## config.mk

```make
export PLATFORM = sky130hd
export DESIGN_NAME = xgmm_wr
export DESIGN_NICKNAME = d
export VERILOG_FILES = /design/src/rtl/xgmm_wr.sv
export SDC_FILE = /design/constraint.sdc
export NUM_CORES = 1
export LEC_CHECK = 0
export ABC_AREA = 0
export BUFFER_PORTS_ARGS = -buffer_cell sky130_fd_sc_hd__buf_2
export CAP_MARGIN = 20
export CORE_UTILIZATION = 39
export DETAILED_ROUTE_END_ITERATION = 8
export GPL_TIMING_DRIVEN = 0
export PLACE_DENSITY = 0.78
export SLEW_MARGIN = 25
export SYNTH_ARGS = -nofsm -noshare
export SYNTH_HDL_FRONTEND = slang
export SYNTH_SLANG_ARGS = --single-unit
```

## constraint.sdc

```tcl
create_clock -name clk_sys -period 1.42 [get_ports clk_sys]
set_clock_uncertainty 0.05 [all_clocks]
set_input_delay 0.142 -clock clk_sys [delete_from_list [all_inputs] [get_ports clk_sys]]
set_output_delay 0.142 -clock clk_sys [all_outputs]
set_load 0.05 [all_outputs]
```

## src/rtl/xgmm_wr.sv

```systemverilog
// Graphics memory write mover: drains the full pattern or attribute FIFO into SDRAM
// as 4-word write bursts. A pattern service is 4 bursts; an attribute service is 1 burst.
module xgmm_wr #(
   parameter logic [23:0] PAT_BASE  = 24'h000000,
   parameter logic [23:0] ATTR_BASE = 24'h010000
) (
   input  logic        clk_sys,
   input  logic        rst,
   input  logic        p_full,
   input  logic        a_full,
   input  logic [15:0] p_data,
   input  logic [15:0] a_data,
   input  logic [11:0] par,
   input  logic [12:0] aar,
   output logic        p_pop,
   output logic        a_pop,
   output logic        mem_req,
   output logic [23:0] mem_addr,
   input  logic        mem_ack,
   input  logic        mem_dreq,
   output logic [15:0] mem_wdata,
   output logic        busy,
   output logic        proto_err
);

   typedef enum logic [2:0] {IDLE, P_REQ, P_DATA, A_REQ, A_DATA} state_t;

   localparam logic SRV_PAT  = 1'b0;
   localparam logic SRV_ATTR = 1'b1;

   state_t      r_state;
   state_t      w_nextState;
   logic [11:0] r_patIdx;
   logic [12:0] r_attrAddr;
   logic [1:0]  r_wordCnt;
   logic [1:0]  r_burstCnt;
   logic        r_lastSrv;
   logic        r_protoErr;

   logic        w_inData;
   logic        w_inReq;
   logic        w_lastWord;
   logic        w_startPat;
   logic        w_startAttr;

   assign w_inData   = (r_state == P_DATA) || (r_state == A_DATA);
   assign w_inReq    = (r_state == P_REQ)  || (r_state == A_REQ);
   assign w_lastWord = w_inData && mem_dreq && (r_wordCnt == 2'd3);

   // Round-robin only matters when both FIFOs are full; the side served last yields.
   assign w_startPat  = (r_state == IDLE) && p_full && (!a_full || (r_lastSrv == SRV_ATTR));
   assign w_startAttr = (r_state == IDLE) && a_full && (!p_full || (r_lastSrv == SRV_PAT));

   always_ff @(posedge clk_sys) begin
      if (rst) begin
         r_state    <= IDLE;
         r_patIdx   <= 12'h000;
         r_attrAddr <= 13'h0000;
         r_wordCnt  <= 2'd0;
         r_burstCnt <= 2'd0;
         r_lastSrv  <= SRV_ATTR;
         r_protoErr <= 1'b0;
      end else begin
         r_state <= w_nextState;
         if (w_startPat) begin
            r_patIdx   <= par;
            r_burstCnt <= 2'd0;
            r_lastSrv  <= SRV_PAT;
         end
         if (w_startAttr) begin
            r_attrAddr <= aar;
            r_lastSrv  <= SRV_ATTR;
         end
         if (w_inReq && mem_ack) begin
            r_wordCnt <= 2'd0;
         end
         if (w_inData && mem_dreq) begin
            r_wordCnt <= r_wordCnt + 2'd1;
         end
         if (w_lastWord && (r_state == P_DATA) && (r_burstCnt != 2'd3)) begin
            r_burstCnt <= r_burstCnt + 2'd1;
         end
         if (mem_dreq && !w_inData) begin
            r_protoErr <= 1'b1;
         end
      end
   end

   always_comb begin
      w_nextState = r_state;
      case (r_state)
         IDLE: begin
            if (w_startPat) begin
               w_nextState = P_REQ;
            end else if (w_startAttr) begin
               w_nextState = A_REQ;
            end
         end
         P_REQ: begin
            if (mem_ack) begin
               w_nextState = P_DATA;
            end
         end
         P_DATA: begin
            if (w_lastWord) begin
               w_nextState = (r_burstCnt == 2'd3) ? IDLE : P_REQ;
            end
         end
         A_REQ: begin
            if (mem_ack) begin
               w_nextState = A_DATA;
            end
         end
         A_DATA: begin
            if (w_lastWord) begin
               w_nextState = IDLE;
            end
         end
         default: w_nextState = IDLE;
      endcase
   end

   // Pops are gated by the data states so every burst is its own pulse for the PAR/AAR counters.
   always_comb begin
      mem_req   = 1'b0;
      mem_addr  = 24'h000000;
      mem_wdata = 16'h0000;
      p_pop     = 1'b0;
      a_pop     = 1'b0;
      case (r_state)
         P_REQ: begin
            mem_req  = 1'b1;
            mem_addr = PAT_BASE + {8'h00, r_patIdx, r_burstCnt, 2'b00};
         end
         P_DATA: begin
            p_pop     = mem_dreq;
            mem_wdata = p_data;
         end
         A_REQ: begin
            mem_req  = 1'b1;
            mem_addr = ATTR_BASE + {11'h000, r_attrAddr};
         end
         A_DATA: begin
            a_pop     = mem_dreq;
            mem_wdata = a_data;
         end
         default: begin
            mem_req = 1'b0;
         end
      endcase
   end

   assign busy      = (r_state != IDLE);
   assign proto_err = r_protoErr;

endmodule
```

[After elaboration in Yosys (flattened, before gate mapping)]
Cells that the tools add are included.
Word-level totals
  output and inout port bits: 45
  memories: 0
  ROM bits: 0
  memory bits (writable): 0
  bits of input ports: 63
  logic and storage cells: 64
  latch bits: 0
  register bits: 34
Cells by class
  bitwise logic cells: 1
  add/sub/neg operators: 3
  $lt $le $gt $ge: 0
  mux-type cells: 17
  reduce and logical (&&, ||, !) cells: 24
  equal/unequal tests: 12
  shifts and indexed selects: 0
  multiply operators: 0
  divide/modulo/power cells: 0
Operators with widths (number)
  one-hot mux 18 bit (2 select lines): 1
  one-hot mux 16 bit (2 select lines): 1
  adder 17 x 13 -> 18 bit (first input constant): 1
  two-way mux 3 bit: 6
  one-hot mux 3 bit (5 select lines): 1
  logical AND 1 bit: 10
  != test 2 bit (second input constant): 5
  two-way mux 2 bit: 4
  equality test 3 x 2 -> 1 bit (second input constant): 2
  AND reduction 5 bit: 1
  adder 2 x 1 -> 2 bit (second input constant): 2
  equality test 2 bit (second input constant): 2
  logical OR 1 bit: 4
  two-way mux 1 bit: 4
  nonzero test 2 bit: 2
  OR reduction 2 bit: 2
  equality test 3 x 1 -> 1 bit (second input constant): 1
  equality test 3 bit (second input constant): 1
  logical NOT 1 bit: 3
  logical NOT 3 bit: 1
  != test 3 bit (second input constant): 1
  nonzero test 3 bit: 1
  inverter 1 bit: 1

[Depth between registers and ports, before layout]
  depth after elaboration: 7
  depth in mapped cells: 7
  gate-level depth less buffers: 5

[Worst setup path before layout]
Ideal clock, no wire load.
  kind: register to output
  start point: register r_state[2]
  end point: output port mem_addr[13]
  data required time: 1.228 ns
  cell stages (with the launch flop): 5
  buffers on the path: 2
  arrival: 1.923 ns
  path slack: -0.695 ns
  cells stage by stage: dfxtp_1 -> buf_4 -> nand2b_1 -> clkbuf_1 -> nor3b_1
Between the ends
  word-level cells in the longest chain between the ends: 2
  elaborated cells between the ends (all ways): 3
  classes of those cells: 2 x eq/ne; 1 x mux
RTL lines
  start, declared: line 31  | state_t r_state;
  start signal, assigned: line 64  | r_state <= w_nextState;
  equality test 3 x 2 -> 1 bit / equality test 3 x 1 -> 1 bit (equally long branches): line 130  | case (r_state)
  one-hot mux 18 bit (2 select lines) (*): line 130
  end, declared: line 18  | output logic [23:0] mem_addr,
Every way passes the cells marked *; elsewhere a longest branch is shown, timed or not.

[Worst setup path in the final report]
  start point: register r_state[1]
  end point: output port a_pop
Between the ends
  word-level cells in the longest chain between the ends: 2
RTL lines
  equality test 3 bit: line 130
  two-way mux 1 bit: line 130
  end, declared: line 16  | output logic a_pop,
No other way between the ends.

==> flow_summary.yaml <==
clocking:
  h-tree-depth: 2
  clockBufferDepth: 2
  cts_tree: "done"
  clk_pin_slew_worst_paths_ps: 90
  numCtsBuffers: 5
  clock_latency_ps: 290
  clockRootBuffer: "clkbuf_8"
  cts_num_sinks: 34
final_layout:
  syn2layout_area_growth_pct: 107
  stdcell_area_sq_mm: 0.00378
  final_cells: 387
  fillerInstances: 214
  antenna_cells: 0
  regArea_sq_um: 689
  nets: 399
  multiInputGateArea_sq_mm: 0.00153
  post_route_cells_drive_above_1_share: 0.642
hold_path:
  holdCritStartpoint: "aar[4]"
  hold_path_depth: 3
  hp-class: "in -> reg"
  worstHoldEndpoint: "r_attrAddr[4]"
route:
  wl_per_cell_um: 19.0
  drc: 0
  firstDrtPassIters: 4
  routed_wl_mm: 7.34
  vias: 2060
  drt_iter0_drc: 106
  ant_nets: 0
  viasPerCell: 5.32
synth:
  ys_ff_latch: 34
  synth_cell_types: 35
  synth_area_sq_mm: 0.00183
  yosys_warnings: 0
  syn_inst: 200
  ys_seq_area_frac: 0.373
  synth_area_per_cell_sq_um: 9.13
timing:
  relSlewSlack: 0.624
  worst-slew-pin-transition_ps: 564
  final.setup.worst_slack_ps: -338
  hold_viol_final: 0
  drv_slew: 0
  rsz0062_at_grt: "yes"
  setup_viol: 68
  fin_crit_sh: 1.24
  final.setup.tns_ps: -17160
  clock.fmax_mhz: 569
  period_needed_ps: 1760
global_route:
  grt_pass1_vias: 2140
  antenna_found_initial: 0
  grt_max_degree: 12
  grt_usage: 0.261
  grt_pass1_wl_mm: 10.1
  grt-ovfl-total: 0
worst_setup_path:
  startpoint_type: "register"
  cp_slowest_stage_delay_ps: 330
  cp_common_cell: "buf_8"
  crit_type: "reg -> out"
  cpMaxStageDelayCell: "dfxtp_2"
  end_kind: "primary output"
  cp_cell_sequence: "buf_8 > nor3b_4 > buf_6 > and2_4 > buf_8"
  cp.buffers_inverters: 3
  rrSetupSlack_ps: -330
  reg2reg_depth: 8
  required_ps: 1230
  r2r_end: "r_patIdx[1]"
  critPathArrivalTime_ps: 1570
  rr_startpoint: "r_state[1]"
  cp_top_family: "simple AND/OR/NAND/NOR gates"
  cp_max_fo: 7
power_and_ir_drop:
  power_leakage_nw: 1.83
  power.density_mw_per_mm2: 1140
  ir_drop_mv: 1.24
  finalPower_mw: 4.33
placement:
  place_ws_ps: -297
  place_congestion: 0.763
  port-buffer-count: 99
  dp_hpwl_mm: 3.86
  post-place-cells: 357
  placed_area_sq_mm: 0.00268
floorplanning:
  die_w_um: 70.4
  num_rows: 24
  dieArea_sq_mm: 0.00496
  die-height_um: 70.4
  core_region_area_sq_mm: 0.00441
  initial_core_util: 0.414
  io_pins: 108
outcome:
  violations: "setup timing"
  status: "finished, violations left"
flow_run:
  maxCapViolCount: 0
[worst max path at each step]
stage / slack, ps / startpoint / cells after the start / to
2_1_floorplan: -10 / r_state[1] / 4 / p_pop
3_3_place_gp: -280 / r_state[1] / 5 / mem_wdata[2]
3_5_place_dp: -300 / r_state[1] / 5 / mem_wdata[2]
4_1_cts: -300 / r_state[2] / 6 / mem_addr[12]
5_1_grt: -390 / r_state[1] / 5 / a_pop
6_report: -340 / r_state[1] / 5 / a_pop
[flip-flops by register name, summed over array words and instances (netlist names)]
signal      count
r_attrAddr     13
r_lastSrv       1
r_burstCnt      2
proto_err       1
r_wordCnt       2
r_patIdx       12
r_state         3
[layer usage]
| metal | part of all wire | vias to the layer above | global-route usage |
|---|---|---|---|
| met5 | 0 | - | 0 |
| met4 | 0.020 | 0 | 0.0844 |
| met3 | 0.066 | 14 | 0.0664 |
| met2 | 0.55 | 102 | 0.497 |
| met1 | 0.36 | 990 | 0.275 |
| li1 | - | 954 | - |
[metrics by stage]
stage / utilization / hold WS (ps)
after floorplan: - / 233
after global placement: 0.607 / 321
after detailed placement: 0.607 / 331
after CTS: 0.775 / 32.9
after global routing: 0.857 / 31.8
final: 0.857 / 34.9
[where the power goes]
part           switching, mW  internal, mW  leakage, nW
clock                  0.377         0.750       0.0714
sequential            0.0971          1.04        0.280
combinational           1.06          1.00         1.48
total                   1.53          2.79         1.83
[tightest hold or removal path, cell delays in order]
cell and delay, ps:
buf_2 80, mux2i_1 50, nor2_1 80
[synth_stat cells, drive strengths merged]
cell type | instances | area (sq um)
a2111oi | 1 | 8.76
a21boi | 1 | 7.51
a21oi | 6 | 30.0
a221oi | 1 | 8.76
a22o | 16 | 140
a311oi | 1 | 8.76
and2 | 3 | 18.8
and3 | 2 | 12.5
buf | 15 | 98.8
clkbuf | 6 | 22.5
conb | 1 | 3.75
dfxtp | 34 | 681
ha | 2 | 25.0
inv | 5 | 18.8
mux2 | 1 | 11.3
mux2i | 37 | 370
nand2 | 2 | 7.51
nand2b | 2 | 12.5
nand3 | 5 | 35.0
nand3b | 3 | 22.5
nand4b | 1 | 15.0
nor2 | 43 | 161
nor3 | 3 | 26.3
nor3b | 5 | 53.8
o21ai | 1 | 5.00
or2 | 2 | 12.5
xor2 | 1 | 8.76
[placed cells by master (no fill, tap or decap), types with 4 or more instances in the layout]
cell	n
buf_2	62
dfxtp_1	31
nor2_1	30
mux2i_1	26
buf_8	25
buf_6	23
a22o_4	16
buf_4	16
nor2_4	10
mux2i_4	9
buf_12	7
clkbuf_8	7
conb_1	7
nor3b_4	5
inv_1	4
clkbuf_16	4
a21oi_1	4
[final cells by class]
cell class / count / area share
Buffer: 19 / 0.0539
Clock inverter: 2 / 0.0159
Tap cell: 52 / 0.0172
Inverter: 5 / 0.00694
Clock buffer: 6 / 0.0218
Multi-Input combinational cell: 146 / 0.404
Sequential cell: 34 / 0.182
Timing Repair Buffer: 123 / 0.299
[cells by family after synthesis]
family / synth area share
fa+ha+maj: 0.0137
buf+inv: 0.0767
flops: 0.373
other cells: 0.00205
xor+xnor: 0.00480
compound gates: 0.114
simple gates: 0.207
mux: 0.209
[timing repair]
item                       CTS  global route
cloned                       3             3
pin swaps                   11             6
buffers inserted            11             7
resized for setup          130            47
hold buffers                 0             0
setup endpoints to repair   56            70
No activity file was read; power rests on OpenSTA's default activity.
